$ cat src/rtl/nand_arb_pkg.sv
// nand_arb_pkg
// Shared definitions for the NAND arbiter: requester count, FSM state
// encoding, the round-robin pointer reset value and the round-robin pick
// helper used by the top-level selection logic.
package nand_arb_pkg;

    // Number of requesters sharing the NAND unit.
    localparam int N = 4;

    // Width of a requester index.
    localparam int GID_W = 2;

    // The pointer resets to the last requester so that the first scan after
    // reset starts at requester 0.
    localparam logic [GID_W-1:0] PTR_RST = 2'd3;

    typedef enum logic [1:0] {
        ST_IDLE = 2'd0,
        ST_EVAL = 2'd1,
        ST_ACK  = 2'd2
    } state_t;

    // Round-robin pick: the first set request bit when scanning upward from
    // (ptr + 1) mod 4. The result is only meaningful when req is non-zero.
    function automatic logic [GID_W-1:0] rr_pick(input logic [N-1:0]     req,
                                                 input logic [GID_W-1:0] ptr);
        logic [GID_W-1:0] idx;
        logic             found;
        rr_pick = '0;
        found   = 1'b0;
        for (int k = 1; k <= N; k++) begin
            // Two-bit wrap-around performs the mod-4 step for free.
            idx = ptr + GID_W'(k);
            if (!found && req[idx]) begin
                rr_pick = idx;
                found   = 1'b1;
            end
        end
    endfunction

endpackage

$ cat src/rtl/nand2_unit.sv
// nand2_unit
// The single shared two-input NAND evaluator.
// Ports:
//   i_a, i_b : operands
//   o_y      : ~(i_a & i_b)
module nand2_unit (
    input  logic i_a,
    input  logic i_b,
    output logic o_y
);

    assign o_y = ~(i_a & i_b);

endmodule

$ cat src/rtl/nand_arbiter.sv
// nand_arbiter
// Round-robin arbiter giving N requesters turns on one shared NAND unit.
// A grant latches the winner's operands, the next cycle evaluates them and
// loads the winner's result bit, then the block holds an acknowledge until
// the winner drops its request (four-phase handshake).
// Ports:
//   clock    : rising-edge clock
//   reset    : asynchronous active-high reset
//   req[i]   : requester i wants one NAND evaluation
//   a[i],b[i]: operands of requester i
//   ack[i]   : registered acknowledge, high while requester i is in ACK
//   z[i]     : result of requester i's last served request
//   busy     : high whenever the FSM is not idle
//   grant_id : index of the requester currently or last served
module nand_arbiter
    import nand_arb_pkg::*;
#(
    parameter int N = 4
) (
    input  logic             clock,
    input  logic             reset,
    input  logic [N-1:0]     req,
    input  logic [N-1:0]     a,
    input  logic [N-1:0]     b,
    output logic [N-1:0]     ack,
    output logic [N-1:0]     z,
    output logic             busy,
    output logic [GID_W-1:0] grant_id
);

    state_t           r_state;
    logic [GID_W-1:0] r_ptr;
    logic [GID_W-1:0] r_gid;
    logic [N-1:0]     r_ack;
    logic [N-1:0]     r_z;
    logic             r_op_a;
    logic             r_op_b;

    logic [GID_W-1:0] w_sel;
    logic             w_any;
    logic             w_nand;

    // Combinational round-robin selection, consumed only in IDLE.
    always_comb begin
        w_any = |req;
        w_sel = rr_pick(req, r_ptr);
    end

    nand2_unit u_nand (
        .i_a (r_op_a),
        .i_b (r_op_b),
        .o_y (w_nand)
    );

    always_ff @(posedge clock or posedge reset) begin
        if (reset) begin
            r_state <= ST_IDLE;
            r_ptr   <= PTR_RST;
            r_gid   <= '0;
            r_ack   <= '0;
            r_z     <= '0;
            r_op_a  <= 1'b0;
            r_op_b  <= 1'b0;
        end else begin
            case (r_state)
                ST_IDLE: begin
                    if (w_any) begin
                        // Operands are captured here so later changes on
                        // a/b cannot disturb the evaluation.
                        r_op_a  <= a[w_sel];
                        r_op_b  <= b[w_sel];
                        r_gid   <= w_sel;
                        r_ptr   <= w_sel;
                        r_state <= ST_EVAL;
                    end
                end
                ST_EVAL: begin
                    // Evaluation always completes, even if req was dropped.
                    r_z[r_gid] <= w_nand;
                    r_ack      <= {{(N-1){1'b0}}, 1'b1} << r_gid;
                    r_state    <= ST_ACK;
                end
                ST_ACK: begin
                    if (!req[r_gid]) begin
                        r_ack   <= '0;
                        r_state <= ST_IDLE;
                    end
                end
                default: begin
                    r_ack   <= '0;
                    r_state <= ST_IDLE;
                end
            endcase
        end
    end

    assign ack      = r_ack;
    assign z        = r_z;
    assign grant_id = r_gid;
    assign busy     = (r_state != ST_IDLE);

endmodule
$ cat config.mk
export PLATFORM = sky130hd
export DESIGN_NAME = nand_arbiter
export DESIGN_NICKNAME = d
export VERILOG_FILES = /design/src/rtl/nand_arb_pkg.sv /design/src/rtl/nand2_unit.sv /design/src/rtl/nand_arbiter.sv
export SDC_FILE = /design/constraint.sdc
export NUM_CORES = 1
export LEC_CHECK = 0
export ABC_AREA = 1
export CAP_MARGIN = 15
export CORE_ASPECT_RATIO = 1.75
export CORE_MARGIN = 5
export CORE_UTILIZATION = 43
export DETAILED_ROUTE_END_ITERATION = 16
export MAX_ROUTING_LAYER = met4
export PLACE_DENSITY = 0.76
export SLEW_MARGIN = 0
export SYNTH_ARGS = -nofsm -noshare
export SYNTH_HDL_FRONTEND = slang
export SYNTH_SLANG_ARGS = --single-unit
$ cat constraint.sdc
create_clock -name clock -period 1.6 [get_ports clock]
set_input_delay 0.24 -clock clock [delete_from_list [all_inputs] [get_ports clock]]
set_output_delay 0.24 -clock clock [all_outputs]
set_load 0.02 [all_outputs]
Word level (Yosys, flattened, before mapping)
Cells that the tools add are included.
{"block": "word_totals", "ff_bits": 16, "latchBits": 0, "ramBits": 0, "rom_bits": 0, "in_bits": 14, "out_inout_bits": 11, "memories": 0}
{"block": "op_classes", "n_addsub": 3, "n_mul": 0, "div": 0, "n_lt_le_gt_ge": 7, "eq_ne": 4, "n_shift": 1, "mux": 29, "n_bitwise": 3, "n_reduce_logical": 13}
{"operator": "2-bit by 3-bit less-than comparator with 1-bit output, second input constant", "count": 6}
{"operator": "1-bit binary-select mux with 2-bit select", "count": 7}
{"operator": "2-bit two-way mux", "count": 6}
{"operator": "4-bit case mux with 3 select lines", "count": 1}
{"operator": "1-bit two-way mux", "count": 11}
{"operator": "2-bit case mux with 3 select lines", "count": 1}
{"operator": "2-bit AND reduction", "count": 3}
{"operator": "2-bit adder, second input constant", "count": 2}
{"operator": "4-bit bitwise mux", "count": 1}
{"operator": "1-bit logical AND", "count": 4}
{"operator": "4-bit two-way mux", "count": 1}
{"operator": "2-bit != test, second input constant", "count": 2}
{"operator": "4-bit OR reduction", "count": 1}
{"operator": "1-bit by 2-bit << shifter with 4-bit output, first input constant", "count": 1}
{"operator": "1-bit zero test", "count": 3}
{"operator": "2-bit by 1-bit adder with 2-bit output, second input constant", "count": 1}
{"operator": "1-bit demux with 2-bit select", "count": 1}
{"operator": "2-bit by 1-bit == test with 1-bit output, second input constant", "count": 1}
{"operator": "2-bit == test, second input constant", "count": 1}
{"operator": "2-bit by 1-bit greater-or-equal comparator with 1-bit output, second input constant", "count": 1}
{"operator": "2-bit zero test", "count": 1}
{"operator": "1-bit inverter", "count": 2}
{"operator": "2-bit nonzero test", "count": 1}
{"operator": "1-bit bitwise AND", "count": 1}

Longest topological paths before layout
{"block": "depth", "word_depth": 15, "ltp_mapped": 13}

By module
A second synthesis with hierarchy kept.
{"block": "unflattened", "hier_cells": 149, "area_unflattened_um2": 1118.6}
{"module": "nand_arbiter", "n_inst": 1, "cells_each": 148, "area_per_inst_um2": 1114.8, "seq_area_each_um2": 402.9}
{"module": "nand2_unit", "n_inst": 1, "cells_each": 1, "area_per_inst_um2": 3.8, "seq_area_each_um2": 0.0}

Worst setup path after synthesis
Ideal clock, no wire load.
{"block": "synth_path", "path_kind": "flip-flop to flip-flop", "start": "register r_ptr[0]", "end": "register r_op_a", "setup_time_ns": 0.118, "t_arrival_ns": 1.530, "required_time_ns": 1.482, "setup_slack_ns": -0.048, "stages_incl_launch_ff": 11, "n_path_buf": 1, "cell_sequence": "dfstp_2 > buf_6 > nand2_1 > nand3_1 > nand2_4 > nor2_4 > nand3_1 > a21oi_2 > nand3_1 > nand3_1 > nand2_1"}
{"block": "synth_between", "elab_chain_cells": 15, "word_cells_on_any_way": 26, "cone_classes": "add/sub: 3; mux: 17; reduce/logical: 6"}
{"element": "from (decl)", "line": "nand_arbiter.sv:32", "text": "logic [GID_W-1:0] r_ptr;"}
{"element": "from (signal assigned)", "line": "nand_arbiter.sv:73", "text": "r_ptr <= w_sel;"}
{"element": "2-bit by 1-bit adder with 2-bit output", "line": "nand_arb_pkg.sv:33", "text": "idx = ptr + GID_W'(k);"}
{"element": "1-bit binary-select mux with 2-bit select", "line": "nand_arb_pkg.sv:34", "text": "if (!found && req[idx]) begin"}
{"element": "1-bit two-way mux (not written as such)", "line": "nand_arb_pkg.sv:34"}
{"element": "1-bit two-way mux", "line": "nand_arb_pkg.sv:34"}
{"element": "1-bit zero test", "line": "nand_arb_pkg.sv:34"}
{"element": "1-bit logical AND", "line": "nand_arb_pkg.sv:34"}
{"element": "1-bit two-way mux", "line": "nand_arb_pkg.sv:34"}
{"element": "1-bit zero test", "line": "nand_arb_pkg.sv:34"}
{"element": "1-bit logical AND", "line": "nand_arb_pkg.sv:34"}
{"element": "1-bit two-way mux", "line": "nand_arb_pkg.sv:34"}
{"element": "1-bit zero test", "line": "nand_arb_pkg.sv:34"}
{"element": "1-bit logical AND", "line": "nand_arb_pkg.sv:34"}
{"element": "2-bit two-way mux *", "line": "nand_arb_pkg.sv:34"}
{"element": "1-bit binary-select mux with 2-bit select *", "line": "nand_arbiter.sv:70", "text": "r_op_a <= a[w_sel];"}
{"element": "1-bit two-way mux (not written as such) *", "line": "nand_arbiter.sv:70"}
{"element": "to (signal assigned)", "line": "nand_arbiter.sv:70"}
{"element": "to (decl)", "line": "nand_arbiter.sv:36", "text": "logic r_op_a;"}
Every way passes the cells marked *; elsewhere a longest branch is shown, timed or not. The select of a mux whose other input is x is not followed.
A chain may end at the register's enable or synchronous reset.

Final worst setup path
{"block": "layout_path", "start": "register r_ptr[0]", "end": "register r_gid[0] (netlist: grant_id[0])"}
{"block": "layout_between", "elab_chain_cells": 13, "word_cells_on_any_way": 24, "cone_classes": "add/sub: 3; mux: 15; reduce/logical: 6"}
{"element": "2-bit by 1-bit adder with 2-bit output", "line": "nand_arb_pkg.sv:33"}
{"element": "1-bit binary-select mux with 2-bit select", "line": "nand_arb_pkg.sv:34"}
{"element": "1-bit two-way mux (not written as such)", "line": "nand_arb_pkg.sv:34"}
{"element": "1-bit two-way mux", "line": "nand_arb_pkg.sv:34"}
{"element": "1-bit zero test", "line": "nand_arb_pkg.sv:34"}
{"element": "1-bit logical AND", "line": "nand_arb_pkg.sv:34"}
{"element": "1-bit two-way mux", "line": "nand_arb_pkg.sv:34"}
{"element": "1-bit zero test", "line": "nand_arb_pkg.sv:34"}
{"element": "1-bit logical AND", "line": "nand_arb_pkg.sv:34"}
{"element": "1-bit two-way mux", "line": "nand_arb_pkg.sv:34"}
{"element": "1-bit zero test", "line": "nand_arb_pkg.sv:34"}
{"element": "1-bit logical AND", "line": "nand_arb_pkg.sv:34"}
{"element": "2-bit two-way mux *", "line": "nand_arb_pkg.sv:34"}
{"element": "to (signal assigned)", "line": "nand_arbiter.sv:72", "text": "r_gid <= w_sel;"}
{"element": "to (decl)", "line": "nand_arbiter.sv:33", "text": "logic [GID_W-1:0] r_gid;"}
Marks and branches as above.

==> out/results.txt <==
post-synthesis sequential area ratio - 39.51%
critical-path maximum fanout - 8
total inserted antenna cells - 0
Layout area overhead - 55.21%
Synth warnings - 0
placed insts - 199
FF-to-FF End - grant_id[0]
Num CTS Buffers - 3
Clk network pwr share - 9.3%
max incr delay on CP - 0.58 ns
Yosys top cell area share - 34.36%
count leader, synth - nand2_1
clk sinks - 16
min Tclk post-route - 1.790 ns
internal power - 1896 uW
final hold vios - 0
vias in the first global route - 1155
WHS - 0.3584 ns
IO Port Bufs - 24
DRT Wirelength - 2902 um
Final GP Congestion - 0.8681
routed via count - 1085
root buffer cell - clkbuf_8
Die W - 46.81 um
Max Fclk - 558.7 MHz
R2R cell count - 11
final setup margin - -0.1900 ns
switching power - 1823 uW
# rows - 23
I/O pins - 25
Logic pwr share - 69.7%
Die ar. - 3484 sq um
Critical Path RT - 1.72 ns
Initial DRT Pass Iterations - 4
asr flop ratio synth - 100.0%
crit end category - flip-flop
fin crit share - 111.9%
All-Layer GR Usage - 18.46%
drt wl/cell - 14.02 um
total global routing overflow - 0
status - finished with violations
Pins Over Slew Limit - 0
slowest stage cell, crit path - dfstp_2
final setup fails - 6
mean cell area of the mapped netlist - 7.284 sq um
Max H-tree Level - 1
dominant cell type by area after synthesis - dfrtp_1
First DRT Iteration DRCs - 32
latest clock arrival within the worst-skew pair - 0.24 ns
P per Cell Area - 2350 nW/um^2
Leak Pwr - 0.0007764 uW
layout cells sized above 1 - 30.77%
Layout Nets - 197
Core Box Area - 2273 sq um
first-pass GRT wire length - 4774 um
Mapped Cells - 140
initial core utilization - 44.85%
mapped cell area - 1020 sq um
most frequent CP cell - nand2_4
Non-Filler Instances - 207
sw frac - 49.03%
synth top area cells - dfrtp_1 34%, nand2_1 15%, nand3_1 11%, o21ai_0 6.4%, inv_1 6.3%
DRC - 0
Seq cells post-synth - 16
Die H - 74.42 um
Primary FF master, synth - dfrtp_1
clk_skew - 0.001838 ns
RSZ-0062 raised after global routing - true
critical path class - reg2reg
Yosys cell types - 24
flop-to-flop setup slack - -0.19 ns
failing checks - setup timing
Startpoint Class - flip-flop
DP Wirelength - 2208 um
Slew headroom - 60.99%
Final ANT Viol Nets - 0
clk buf depth - 2
peak supply drop - 1483 uV
Flop pwr share - 21.0%
HP Class - in2async
arrival time worst endpoint - 1.91 ns
Post-synth EDFFs - 0
largest net degree at the start of global routing - 17
Worst Max-Slew Pin Slew - 0.5845 ns
Synth Net Count - 154
commonest cells in the netlist - 40 x nand2_1, 22 x nand3_1, 17 x inv_1, 14 x dfrtp_1, 13 x o21ai_0
max_cap viols - 0
crit-path cells - buf_8 > nand2_4 > nand3_4 > nand2_4 > nor2_4 > nand2_2 > nand2_4 > nand2_4 > buf_4 > nand2_2 > o21ai_1
Critical R2R Launch - r_ptr[0]
DR vias/cell - 5.242
TritonCTS clock tree - done
initial antenna violation count - 0
Worst-path clk slew - 0.06 ns
[kinds of logic (layout without fill, tap and decap cells)]
group,count (synthesis),in the layout,share of synthesized area [%]
AO/OA/AOI/OAI,20,20,10.92
buffers and inverters,20,62,8.098
AND/OR/NAND/NOR,84,84,41.47
flip-flops,16,16,39.51
[critical path: cells and delay by family, from the launching register on]
kind	cells	cell delay, ns
compound gates	1	0.06
buf+inv	2	0.28
flops	1	0.58
simple gates	8	0.73
[cells in the final DEF, fill, tap and decap left out, types with 2 or more instances in the layout]
cell type	instances
buf_4	14
clkbuf_8	4
clkdlybuf4s50_1	20
dfrtp_1	14
dfstp_2	2
dlygate4sd2_1	2
dlymetal6s2s_1	2
inv_1	16
inv_2	2
nand2_1	27
nand2_2	13
nand2_4	10
nand3_1	19
nand3_4	2
nand4_1	2
nor2_1	4
o21ai_0	10
o21ai_1	4
o21ai_4	2
[final cells by class]
type                       instances  area, sq um
timing repair buffer              39        362.8
clock buffer                       4        55.05
tap                               25        31.28
fill                             177        690.7
inverter                          19        73.82
sequential                        16        402.9
multi-input combinational        104        656.9
[per-layer routing]
metal / GRT usage (%) / up-vias / wire length (um)
met4: 4.923 / 0 / 60
met3: 1.453 / 8 / 53
li1: - / 539 / -
met2: 33.59 / 31 / 1675
met5: - / - / 0
met1: 20.61 / 507 / 1113
[what timing repair did]
item | 4_1_cts | 5_1_grt
buffers inserted | 3 | 1
gates resized for setup | 17 | 17
hold buffers | 0 | 0
setup endpoints to repair | 9 | 10
pin swaps | 9 | 9
[registers in the layout, summed over array words and instances, names as in the netlist]
register  count
ack           4
r_state       2
grant_id      2
z             4
r_op_b        1
r_ptr         2
r_op_a        1
[stage by stage]
stage	total power, uW	instance area, sq um	setup TNS, ns	worst slack (ns)	util [%]
after floorplan	2194	1040	-0.00007927	-0.00003964	-
after global placement	2810	1383	-1.472	-0.2061	60.81
after detailed placement	2899	1383	-2.286	-0.2942	60.81
after CTS	3477	1513	-0.5524	-0.1526	66.54
after global routing	4028	1583	-1.634	-0.3278	69.62
final	3719	1583	-0.9694	-0.1900	69.62
[power groups by stage]
stage                     sequential (uW)  combinational (uW)  clock (uW)
final                                 780                2590         346
after CTS                             777                2350         355
after global placement                761                2050           0
after floorplan                       885                1310           0
after detailed placement              774                2130           0
after global routing                  811                2840         376
[worst max-delay path by stage]
stage,start,to,depth (start not counted)
final,r_ptr[0],grant_id[0],11
after global routing,r_ptr[0],r_op_a,11
after CTS,r_ptr[0],r_op_a,13
after detailed placement,req[2],r_op_a,13
after global placement,req[2],r_op_b,13
after floorplan,r_ptr[1],r_op_a,13
(Power assumes the default switching activity.)
